## config.mk

```make
export PLATFORM = sky130hd
export DESIGN_NAME = uart_full
export DESIGN_NICKNAME = d
export VERILOG_FILES = /design/src/rtl/uart_pkg.sv /design/src/rtl/seg7_hex.sv /design/src/rtl/uart_full.sv
export SDC_FILE = /design/constraint.sdc
export NUM_CORES = 1
export LEC_CHECK = 0
export CORE_ASPECT_RATIO = 1.4
export CORE_MARGIN = 2
export CORE_UTILIZATION = 38
export CTS_CLUSTER_SIZE = 16
export DETAILED_ROUTE_END_ITERATION = 12
export REMOVE_ABC_BUFFERS = 1
export SLEW_MARGIN = 0
export SYNTH_ARGS = -nofsm -noshare
export SYNTH_HDL_FRONTEND = slang
export SYNTH_HIERARCHICAL = 1
export SYNTH_SLANG_ARGS = --single-unit
export TNS_END_PERCENT = 30
```

## constraint.sdc

```tcl
create_clock -name clk -period 2.33 [get_ports clk]
set_input_delay 0.5825 -clock clk [delete_from_list [all_inputs] [get_ports clk]]
set_output_delay 0.5825 -clock clk [all_outputs]
set_load 0.005 [all_outputs]
```

## src/rtl/uart_pkg.sv

```systemverilog
// uart_pkg: shared state type, frame constants and hex font for uart_full.
// UART_PARITY_EN selects the 11-bit 8E1 frame; left undefined the frame is 8N1.
package uart_pkg;

   localparam int DATA_BITS         = 8;
   localparam int CLKS_PER_BIT_DFLT = 434;

   // state  | meaning
   // IDLE   | line idle high; TX waits for launch, RX for a start edge
   // START  | start bit; RX re-checks the line at half a bit
   // DATA   | eight data bits, LSB first
   // PARITY | even-parity bit (parity builds only)
   // STOP   | stop bit; RX also waits here for the line after a framing error
`ifdef UART_PARITY_EN
   typedef enum logic [2:0] {ST_IDLE, ST_START, ST_DATA, ST_PARITY, ST_STOP} uart_state_e;
`else
   typedef enum logic [2:0] {ST_IDLE, ST_START, ST_DATA, ST_STOP} uart_state_e;
`endif

   // gfedcba, active-low, digits 0..F
   localparam logic [6:0] SEG_FONT [16] = '{
      7'h40, 7'h79, 7'h24, 7'h30, 7'h19, 7'h12, 7'h02, 7'h78,
      7'h00, 7'h10, 7'h08, 7'h03, 7'h46, 7'h21, 7'h06, 7'h0E
   };

endpackage

```

## src/rtl/seg7_hex.sv

```systemverilog
// seg7_hex: one hex nibble to an active-low common-anode seven-segment pattern.
module seg7_hex
   import uart_pkg::*;
(
   input  logic [3:0] hex_i,
   output logic [6:0] seg_o
);

   assign seg_o = SEG_FONT[hex_i];

endmodule

```

## src/rtl/uart_full.sv

```systemverilog
// uart_full: full-duplex 8-bit UART with receive strobe and two-digit hex readout.
// Build option UART_PARITY_EN: defined gives 8E1 frames, undefined gives 8N1.
module uart_full
   import uart_pkg::*;
#(
   parameter int CLKS_PER_BIT = CLKS_PER_BIT_DFLT
) (
   input  logic        clk,
   input  logic        n_rst,
   input  logic [7:0]  TX_DATA,
   input  logic        tx_send,
   input  logic        rx,
   output logic        tx,
   output logic        parity_error,
   output logic        heard_bit_out,
   output logic [7:0]  RX_DATA,
   output logic [13:0] DISPLAYS
);

   localparam int            CW        = $clog2(CLKS_PER_BIT);
   localparam logic [CW-1:0] BIT_LAST  = CW'(CLKS_PER_BIT - 1);
   localparam logic [CW-1:0] HALF_LAST = CW'(CLKS_PER_BIT / 2 - 1);
   localparam logic [2:0]    IDX_LAST  = 3'(DATA_BITS - 1);

   uart_state_e   tx_state_q, tx_state_d;
   logic [CW-1:0] tx_cnt_q, tx_cnt_d;
   logic [2:0]    tx_idx_q, tx_idx_d;
   logic [7:0]    tx_dat_q, tx_dat_d;
   logic          tx_send_q;
   logic          tx_q, tx_d;
   logic          tx_tc;

   uart_state_e   rx_state_q, rx_state_d;
   logic [CW-1:0] rx_cnt_q, rx_cnt_d;
   logic [2:0]    rx_idx_q, rx_idx_d;
   logic [7:0]    rx_shr_q, rx_shr_d;
   logic          rx_ferr_q, rx_ferr_d;
   logic          rx_s1_q, rx_s2_q, rx_s3_q;
   logic [7:0]    rx_data_q, rx_data_d;
   logic          heard_q, heard_d;
   logic          rx_tc;
`ifdef UART_PARITY_EN
   logic          rx_par_q, rx_par_d;
   logic          perr_q, perr_d;
`endif

   always_ff @(posedge clk) begin
      if (n_rst) begin
         tx_state_q <= ST_IDLE;
         tx_cnt_q   <= '0;
         tx_idx_q   <= '0;
         tx_dat_q   <= '0;
         tx_send_q  <= 1'b1;
         tx_q       <= 1'b1;
      end else begin
         tx_state_q <= tx_state_d;
         tx_cnt_q   <= tx_cnt_d;
         tx_idx_q   <= tx_idx_d;
         tx_dat_q   <= tx_dat_d;
         tx_send_q  <= tx_send;
         tx_q       <= tx_d;
      end
   end

   always_comb begin
      tx_state_d = tx_state_q;
      tx_cnt_d   = tx_cnt_q;
      tx_idx_d   = tx_idx_q;
      tx_dat_d   = tx_dat_q;
      tx_d       = 1'b1;
      tx_tc      = (tx_cnt_q == '0);
      if (tx_state_q != ST_IDLE) begin
         tx_cnt_d = tx_tc ? BIT_LAST : tx_cnt_q - 1'b1;
      end
      unique case (tx_state_q)
         ST_IDLE: begin
            // launch on a falling edge of the request only
            if (tx_send_q && !tx_send) begin
               tx_state_d = ST_START;
               tx_cnt_d   = BIT_LAST;
               tx_dat_d   = TX_DATA;
            end
         end
         ST_START: begin
            tx_d = 1'b0;
            if (tx_tc) begin
               tx_state_d = ST_DATA;
               tx_idx_d   = '0;
            end
         end
         ST_DATA: begin
            tx_d = tx_dat_q[tx_idx_q];
            if (tx_tc) begin
               tx_idx_d = tx_idx_q + 1'b1;
               if (tx_idx_q == IDX_LAST) begin
`ifdef UART_PARITY_EN
                  tx_state_d = ST_PARITY;
`else
                  tx_state_d = ST_STOP;
`endif
               end
            end
         end
`ifdef UART_PARITY_EN
         ST_PARITY: begin
            tx_d = ^tx_dat_q;
            if (tx_tc) tx_state_d = ST_STOP;
         end
`endif
         ST_STOP: begin
            if (tx_tc) tx_state_d = ST_IDLE;
         end
         default: tx_state_d = ST_IDLE;
      endcase
   end

   always_ff @(posedge clk) begin
      if (n_rst) begin
         rx_s1_q    <= 1'b1;
         rx_s2_q    <= 1'b1;
         rx_s3_q    <= 1'b1;
         rx_state_q <= ST_IDLE;
         rx_cnt_q   <= '0;
         rx_idx_q   <= '0;
         rx_shr_q   <= '0;
         rx_ferr_q  <= 1'b0;
         rx_data_q  <= '0;
         heard_q    <= 1'b0;
`ifdef UART_PARITY_EN
         rx_par_q   <= 1'b0;
         perr_q     <= 1'b0;
`endif
      end else begin
         rx_s1_q    <= rx;
         rx_s2_q    <= rx_s1_q;
         rx_s3_q    <= rx_s2_q;
         rx_state_q <= rx_state_d;
         rx_cnt_q   <= rx_cnt_d;
         rx_idx_q   <= rx_idx_d;
         rx_shr_q   <= rx_shr_d;
         rx_ferr_q  <= rx_ferr_d;
         rx_data_q  <= rx_data_d;
         heard_q    <= heard_d;
`ifdef UART_PARITY_EN
         rx_par_q   <= rx_par_d;
         perr_q     <= perr_d;
`endif
      end
   end

   always_comb begin
      rx_state_d = rx_state_q;
      rx_cnt_d   = rx_cnt_q;
      rx_idx_d   = rx_idx_q;
      rx_shr_d   = rx_shr_q;
      rx_ferr_d  = rx_ferr_q;
      rx_data_d  = rx_data_q;
      heard_d    = 1'b0;
`ifdef UART_PARITY_EN
      rx_par_d   = rx_par_q;
      perr_d     = perr_q;
`endif
      rx_tc      = (rx_cnt_q == '0);
      if (rx_state_q != ST_IDLE) begin
         rx_cnt_d = rx_tc ? BIT_LAST : rx_cnt_q - 1'b1;
      end
      unique case (rx_state_q)
         ST_IDLE: begin
            if (rx_s3_q && !rx_s2_q) begin
               rx_state_d = ST_START;
               rx_cnt_d   = HALF_LAST;
            end
         end
         ST_START: begin
            if (rx_tc) begin
               rx_state_d = rx_s2_q ? ST_IDLE : ST_DATA;
               rx_idx_d   = '0;
            end
         end
         ST_DATA: begin
            if (rx_tc) begin
               rx_shr_d = {rx_s2_q, rx_shr_q[7:1]};
               rx_idx_d = rx_idx_q + 1'b1;
               if (rx_idx_q == IDX_LAST) begin
`ifdef UART_PARITY_EN
                  rx_state_d = ST_PARITY;
`else
                  rx_state_d = ST_STOP;
`endif
               end
            end
         end
`ifdef UART_PARITY_EN
         ST_PARITY: begin
            if (rx_tc) begin
               rx_par_d   = rx_s2_q;
               rx_state_d = ST_STOP;
            end
         end
`endif
         ST_STOP: begin
            // after a framing error, hold off until the line is back high
            if (rx_ferr_q) begin
               if (rx_s2_q) begin
                  rx_ferr_d  = 1'b0;
                  rx_state_d = ST_IDLE;
               end
            end else if (rx_tc) begin
               if (rx_s2_q) begin
                  rx_data_d  = rx_shr_q;
                  heard_d    = 1'b1;
                  rx_state_d = ST_IDLE;
`ifdef UART_PARITY_EN
                  perr_d     = rx_par_q ^ (^rx_shr_q);
`endif
               end else begin
                  rx_ferr_d = 1'b1;
               end
            end
         end
         default: rx_state_d = ST_IDLE;
      endcase
   end

   assign tx            = tx_q;
   assign heard_bit_out = heard_q;
   assign RX_DATA       = rx_data_q;
`ifdef UART_PARITY_EN
   assign parity_error  = perr_q;
`else
   assign parity_error  = 1'b0;
`endif

   seg7_hex u_seg_hi (.hex_i(rx_data_q[7:4]), .seg_o(DISPLAYS[13:7]));
   seg7_hex u_seg_lo (.hex_i(rx_data_q[3:0]), .seg_o(DISPLAYS[6:0]));

endmodule

```

==> results of run 1 <==
power breakdown:
group	total [mW]	internal, mW	switching, mW	leakage, nW
Sequential	1.35	1.17	0.176	0.484
Combinational	1.10	0.487	0.615	1.06
Clock	1.50	1.07	0.435	0.169
Total	3.95	2.73	1.23	1.71
area by class of cell:
class                      instances  area, um2  share of cell area, %
multi-input combinational        259       1900                   46.8
clock buffer                      11        243                   5.97
clock inverter                     5        100                   2.46
inverter                          15       56.3                   1.39
sequential                        59       1190                   29.2
timing repair buffer              47        448                   11.0
tap                              102        128                   3.14
registers in the layout, summed over array words and instances (netlist names):
register / cells
rx_cnt_q: 9
tx_cnt_q: 9
RX_DATA: 8
rx_shr_q: 8
tx_dat_q: 8
rx_idx_q: 3
tx_idx_q: 3
rx_state_q: 2
tx_state_q: 2
heard_bit_out: 1
rx_ferr_q: 1
rx_s1_q: 1
rx_s2_q: 1
rx_s3_q: 1
tx: 1
tx_send_q: 1
cell families (layout without fill, tap and decap cells):
logic type | Yosys count | count (layout) | synth area share (%)
AO/OA/AOI/OAI | 58 | 58 | 11.5
XOR/XNOR | 7 | 7 | 1.92
other | 1 | 1 | 0.118
multiplexers | 42 | 42 | 14.9
adder cells (fa/ha/maj) | 24 | 24 | 9.42
AND/OR/NAND/NOR | 127 | 127 | 20.7
buffers and inverters | 32 | 78 | 4.43
flip-flops | 59 | 59 | 37.0
routing by layer:
layer	global-route usage [%]	part of all wire [%]	routed length, um	vias up
li1	-	-	-	1324
met2	25.5	50	3250	53
met5	0	0	0	-
met1	17.7	43	2780	1220
met4	7.46	2.4	158	0
met3	4.42	4.3	278	12
metrics by stage:
stage          TNS (ns)  hold slack [ns]  total power, mW
5_1_grt        -0.00859            0.438             4.21
3_5_place_dp          0            0.394             2.46
2_1_floorplan         0            0.389             2.15
3_3_place_gp          0            0.391             2.44
6_report              0            0.405             3.95
4_1_cts          -0.184            0.406             3.99
worst max path at each step:
stage / from / cells past startpoint / endpoint / slack [ns]
global placement: RX_DATA[1]$_SDFFE_PP0P_ / 6 / DISPLAYS[0] / 0.04
finish: RX_DATA[0]$_SDFFE_PP0P_ / 5 / DISPLAYS[3] / 0.08
global route: RX_DATA[5]$_SDFFE_PP0P_ / 5 / DISPLAYS[13] / -0.007
floorplan: RX_DATA[0]$_SDFFE_PP0P_ / 4 / DISPLAYS[3] / 0.37
detailed placement: RX_DATA[1]$_SDFFE_PP0P_ / 6 / DISPLAYS[0] / 0.008
CTS: RX_DATA[0]$_SDFFE_PP0P_ / 6 / DISPLAYS[1] / -0.09
worst max-delay path, cell delays in order, from the launching register on:
cell	delay (ns)
dfxtp_2	0.35
inv_2	0.06
ha_1	0.28
inv_1	0.05
mux4_1	0.46
buf_2	0.14
synthesized netlist by cell type, drive strengths merged, types with 2 or more instances:
cell / instances / area [um2]
o31a: 2 / 17.5
nor2: 53 / 201
and2: 3 / 18.8
a311oi: 2 / 17.5
mux2i: 37 / 370
xnor2: 2 / 17.5
nor4b: 3 / 26.3
nand4: 2 / 12.5
or2: 7 / 43.8
nand3: 8 / 40.0
ha: 24 / 300
dfxtp: 59 / 1180
buf: 5 / 40.0
xor2: 5 / 43.8
nor3: 8 / 51.3
nand4b: 4 / 35.0
a211oi: 4 / 30.0
nand2b: 6 / 37.5
mux4: 4 / 93.8
a22o: 2 / 17.5
nor4: 4 / 25.0
a21oi: 18 / 90.1
a32o: 2 / 20.0
nand2: 15 / 56.3
clkbuf: 12 / 45.0
or3: 4 / 25.0
o21ai: 16 / 80.1
a31o: 2 / 17.5
nand3b: 4 / 30.0
inv: 15 / 56.3
a31oi: 4 / 25.0
==> run_results.csv, run 1 <==
group,metric,value,unit
run_status,status,"complete, no violations",
synth,synth.avg_cell_area,9.11,um2
clocking,cts_root_buf,"clkbuf_16",
route,via_per_inst,5.24,
worst_setup_path,r2r.worst_path.cells,6,
synth,synth-edff-count,0,
layout,final_area,4060,um2
layout,drive_gt1_share,16.2,%
synth,ys_ff_latch,59,
sta,min_period,2.25,ns
route,drt-pass1-iter-count,4,
min_path,hold_path.class,"reg -> reg",
worst_setup_path,startpoint_type,"register",
clocking,cts_max_level,3,
clocking,post_cts_resized,28,
route,ant_nets,0,
layout,antenna_cells,0,
clocking,path_clk_slew,0.05,ns
global_route,grt_usage,15.3,%
layout,finalNonFillerCells,498,
route,drc_errors,0,
sta,rsz0062_at_grt,"yes",
job,cap_violations,0,
worst_setup_path,rr_endpoint,"rx_shr_q[3]$_SDFFE_PP0P_",
synth,synth_ff_type,"dfxtp_1",
die,core_region_area,8150,um2
worst_setup_path,cp.required,1.75,ns
die,die_h,112,um
power,vdd.ir_drop.worst,0.000381,V
power,p_per_area,973,nW/um2
global_route,grt_pass1_wl,11100,um
route,drt_wl_total,6470,um
clocking,cts_buffers,9,
clocking,insertion_delay,0.33,ns
synth,yosysWarnings,6,
die,initial_core_util,39.1,%
layout,final_cell_mix,"54 x dfxtp_1, 52 x nor2_1, 37 x mux2i_1",
worst_setup_path,arrival,1.67,ns
sta,min_period_over_period,96.6,%
placement,place_hpwl,4530,um
global_route,grt.overflow.total,0,
sta,tightestPinTransition,0.531,ns
placement,placedInstanceArea,3680,um2
sta,setup_viol,0,
layout,finalNetCount,427,
clocking,clock_path_buffers,2,
placement,gp_congestion,0.768,
sta,fin_ws,0.0790,ns
die,die_x,81.4,um
worst_setup_path,critPathMaxFanout,4,
synth,async_flop_share,0,%
worst_setup_path,rr_startpoint,"rx_cnt_q[0]$_SDFF_PP0_",
synth,ys_seq_area_share,37.0,%
sta,finalMaxSlewViolations,0,
placement,port_buffers,35,
clocking,cts_setup_buffers,0,
clocking,cts_tree,"done",
sta,fin_worst_skew,0.00561,ns
sta,hold_viol,0,
route,wire_per_inst,13.0,um
power,leakage,1.71,nW
global_route,antenna_found_initial,0,
route,initialDrtViolationCount,119,
worst_setup_path,r2r_slack,0.22,ns
die,die_area,9150,um2
die,core.rowCount,39,
synth,synth_cell_type_count,52,
placement,dp_cells,482,
worst_setup_path,criticalPathCategory,"reg -> out",
worst_setup_path,end_kind,"primary output",
synth,syn_area,3190,um2
synth,synthCells,350,
global_route,grt_pass1_vias,2495,
route,route.vias.total,2609,
sta,relSlewSlack,64.6,%
global_route,grt_max_degree,30,
min_path,hold_depth,1,
sta,fmax,444,MHz
layout,syn2layout_area_growth,27.4,%
clocking,clock-sinks,59,
placement,dpl_worst_slack,0.00784,ns
min_path,holdPathEnd,"rx_s2_q$_SDFF_PP1_",
die,ios,37,
layout,utilization,49.9,%
layout,final_common_cell,"dfxtp_1",
min_path,worstHoldStart,"rx_s1_q$_SDFF_PP1_",
clocking,hold_buffers,0,
layout,fillers,751,
Power figures use the tool's default switching activity.
==> run 2: changes to the inputs <==
Settings changed: PLACE_DENSITY from default to 0.55, TNS_END_PERCENT 30 to default.
==> run 2 against run 1 <==
Global-route usage hardly changed. Largest cell class unchanged. First-iteration DRC count is 18% lower. Power fell by 8.7%. Setup slack improved by 0.016 ns. Sequential power about the same. Clock power shrank 21%. Clock-buffer cell count up 3. Final cell count is 0.80% higher. Cell area fell by 1.3%.
==> run_results.csv, run 2 (synthesis results as in run 1) <==
group,metric,value,unit
layout,finalNetCount,431,
sta,relSlewSlack,65.3,%
worst_setup_path,critPathMaxFanout,4,
clocking,clock_path_buffers,2,
clocking,clock-sinks,59,
die,die_area,9150,um2
layout,multi_input_area,1910,um2
route,initialDrtViolationCount,98,
power,internal-power,2.43,mW
placement,port_buffers,35,
power,vdd.ir_drop.worst,0.000464,V
sta,setup_viol,0,
global_route,grt_max_degree,23,
worst_setup_path,end_kind,"primary output",
worst_setup_path,slowest_stage,"or3b_1",
clocking,cts_max_level,3,
worst_setup_path,crit_family,"simple AND/OR/NAND/NOR gates",
worst_setup_path,setup.worst_path.start,"RX_DATA[1]$_SDFFE_PP0P_",
layout,seq_area,1190,um2
clocking,cts_buffers,9,
die,die_h,112,um
min_path,hold_path.class,"reg -> reg",
placement,place_hpwl,4640,um
sta,fin_worst_skew,0.00418,ns
job,cap_violations,0,
worst_setup_path,startpoint_type,"register",
power,clkPwrFrac,32.7,%
sta,rsz0062_at_grt,"no",
sta,finalMaxSlewViolations,0,
worst_setup_path,cp.required,1.75,ns
global_route,grt_pass1_vias,2534,
die,ios,37,
global_route,antenna_found_initial,0,
die,initial_core_util,39.1,%
route,via_per_inst,5.11,
worst_setup_path,criticalPathCategory,"reg -> out",
power,leakage,1.66,nW
power,combinationalPowerShare,30.0,%
worst_setup_path,cp_cell_sequence,"inv_2, ha_4, and2b_2, or3b_1, o21ai_0, buf_2",
power,p_sw_share,32.7,%
worst_setup_path,arrival,1.65,ns
layout,fillers,795,
route,ant_nets,0,
clocking,path_clk_slew,0.05,ns
layout,syn2layout_area_growth,25.7,%
layout,drive_gt1_share,16.5,%
clocking,cts_tree,"done",
sta,setup_tns,0,ns
layout,top_regs,"rx_cnt_q x9, tx_cnt_q x9",
route,drt_wl_total,6340,um
power,switchingPower,1.18,mW
sta,hold_viol,0,
die,core_region_area,8150,um2
route,wire_per_inst,12.6,um
placement,gp_congestion,0.737,
route,drt-pass1-iter-count,6,
power,finalPower,3.61,mW
worst_setup_path,slowest_delay,0.37,ns
sta,fmax,448,MHz
clocking,cts_setup_buffers,0,
global_route,grt_usage,15.4,%
clocking,insertion_delay,0.32,ns
route,drc_errors,0,
sta,tightestPinTransition,0.519,ns
global_route,grt.overflow.total,0,
power,seqPwrFrac,37.3,%
worst_setup_path,r2r_slack,0.27,ns
layout,utilization,49.2,%
die,die_x,81.4,um
sta,min_period_over_period,95.9,%
layout,final_cell_mix,"53 x dfxtp_1, 52 x nor2_1, 37 x mux2i_1",
route,route.vias.total,2564,
worst_setup_path,path_buf_inv,2,
clocking,cts_root_buf,"clkbuf_16",
layout,antenna_cells,0,
min_path,worstHoldStart,"rx_s1_q$_SDFF_PP1_",
die,core.rowCount,39,
power,p_per_area,900,nW/um2
worst_setup_path,rr_startpoint,"rx_cnt_q[0]$_SDFF_PP0_",
run_status,status,"complete, no violations",
layout,final_common_cell,"dfxtp_1",
sta,min_period,2.23,ns
global_route,grt_pass1_wl,11000,um
run 2: cell count changes in the layout (fill, tap and decap cells not counted), moves of 2 or more:
cell,previous run,this run
dlymetal6s2s_1,5,3
dfxtp_4,0,2
ha_2,4,2
buf_6,2,0
clkbuf_1,1,3
buf_4,9,16
bufinv_16,3,0
dlygate4sd2_1,4,7
run 2: layout make-up:
| type | count | area share, % |
|---|---|---|
| multi-input combinational | 259 | 47.6 |
| sequential | 59 | 29.8 |
| timing repair buffer | 51 | 11.2 |
| clock buffer | 14 | 6.58 |
| tap | 102 | 3.18 |
| inverter | 15 | 1.40 |
| clock inverter | 2 | 0.250 |
run 2: power by group through the flow:
| stage | registers (mW) | logic [mW] | clock network [mW] |
|---|---|---|---|
| 2_1_floorplan | 1.32 | 0.834 | 0 |
| 3_3_place_gp | 1.36 | 1.09 | 0 |
| 3_5_place_dp | 1.37 | 1.09 | 0 |
| 4_1_cts | 1.35 | 1.10 | 1.22 |
| 5_1_grt | 1.37 | 1.24 | 1.27 |
| 6_report | 1.35 | 1.08 | 1.18 |
run 2: repair_timing:
item	in CTS	in global routing
gates cloned	0	0
endpoints found under the hold margin	0	0
setup endpoints to repair	13	6
hold buffers	0	0
pin swaps	2	0
resized for setup	30	12
run 2: through the flow:
stage	std cells	hold WS, ns	instance area (um2)	setup slack [ns]
finish	502	0.408	4010	0.0954
floorplan	333	0.389	3100	0.369
CTS	502	0.413	3990	-0.0230
global route	502	0.435	4010	0.00892
detailed placement	486	0.401	3700	-0.0573
global placement	486	0.392	3700	-0.00128
run 2: path summary, 6_finish.rpt:
kind,end,cells past startpoint
hold / removal,rx_s2_q$_SDFF_PP1_,1
hold reg to reg,rx_s2_q$_SDFF_PP1_,1
setup reg to reg,rx_shr_q[2]$_SDFFE_PP0P_,6
setup / recovery,DISPLAYS[0],6
run 2: per-layer routing:
layer,up-vias,track usage (%),part of all wire [%]
li1,1329,-,-
met1,1195,17.5,44
met2,32,26.0,51
met3,8,3.62,2.9
met4,0,8.36,1.8
met5,-,0,0
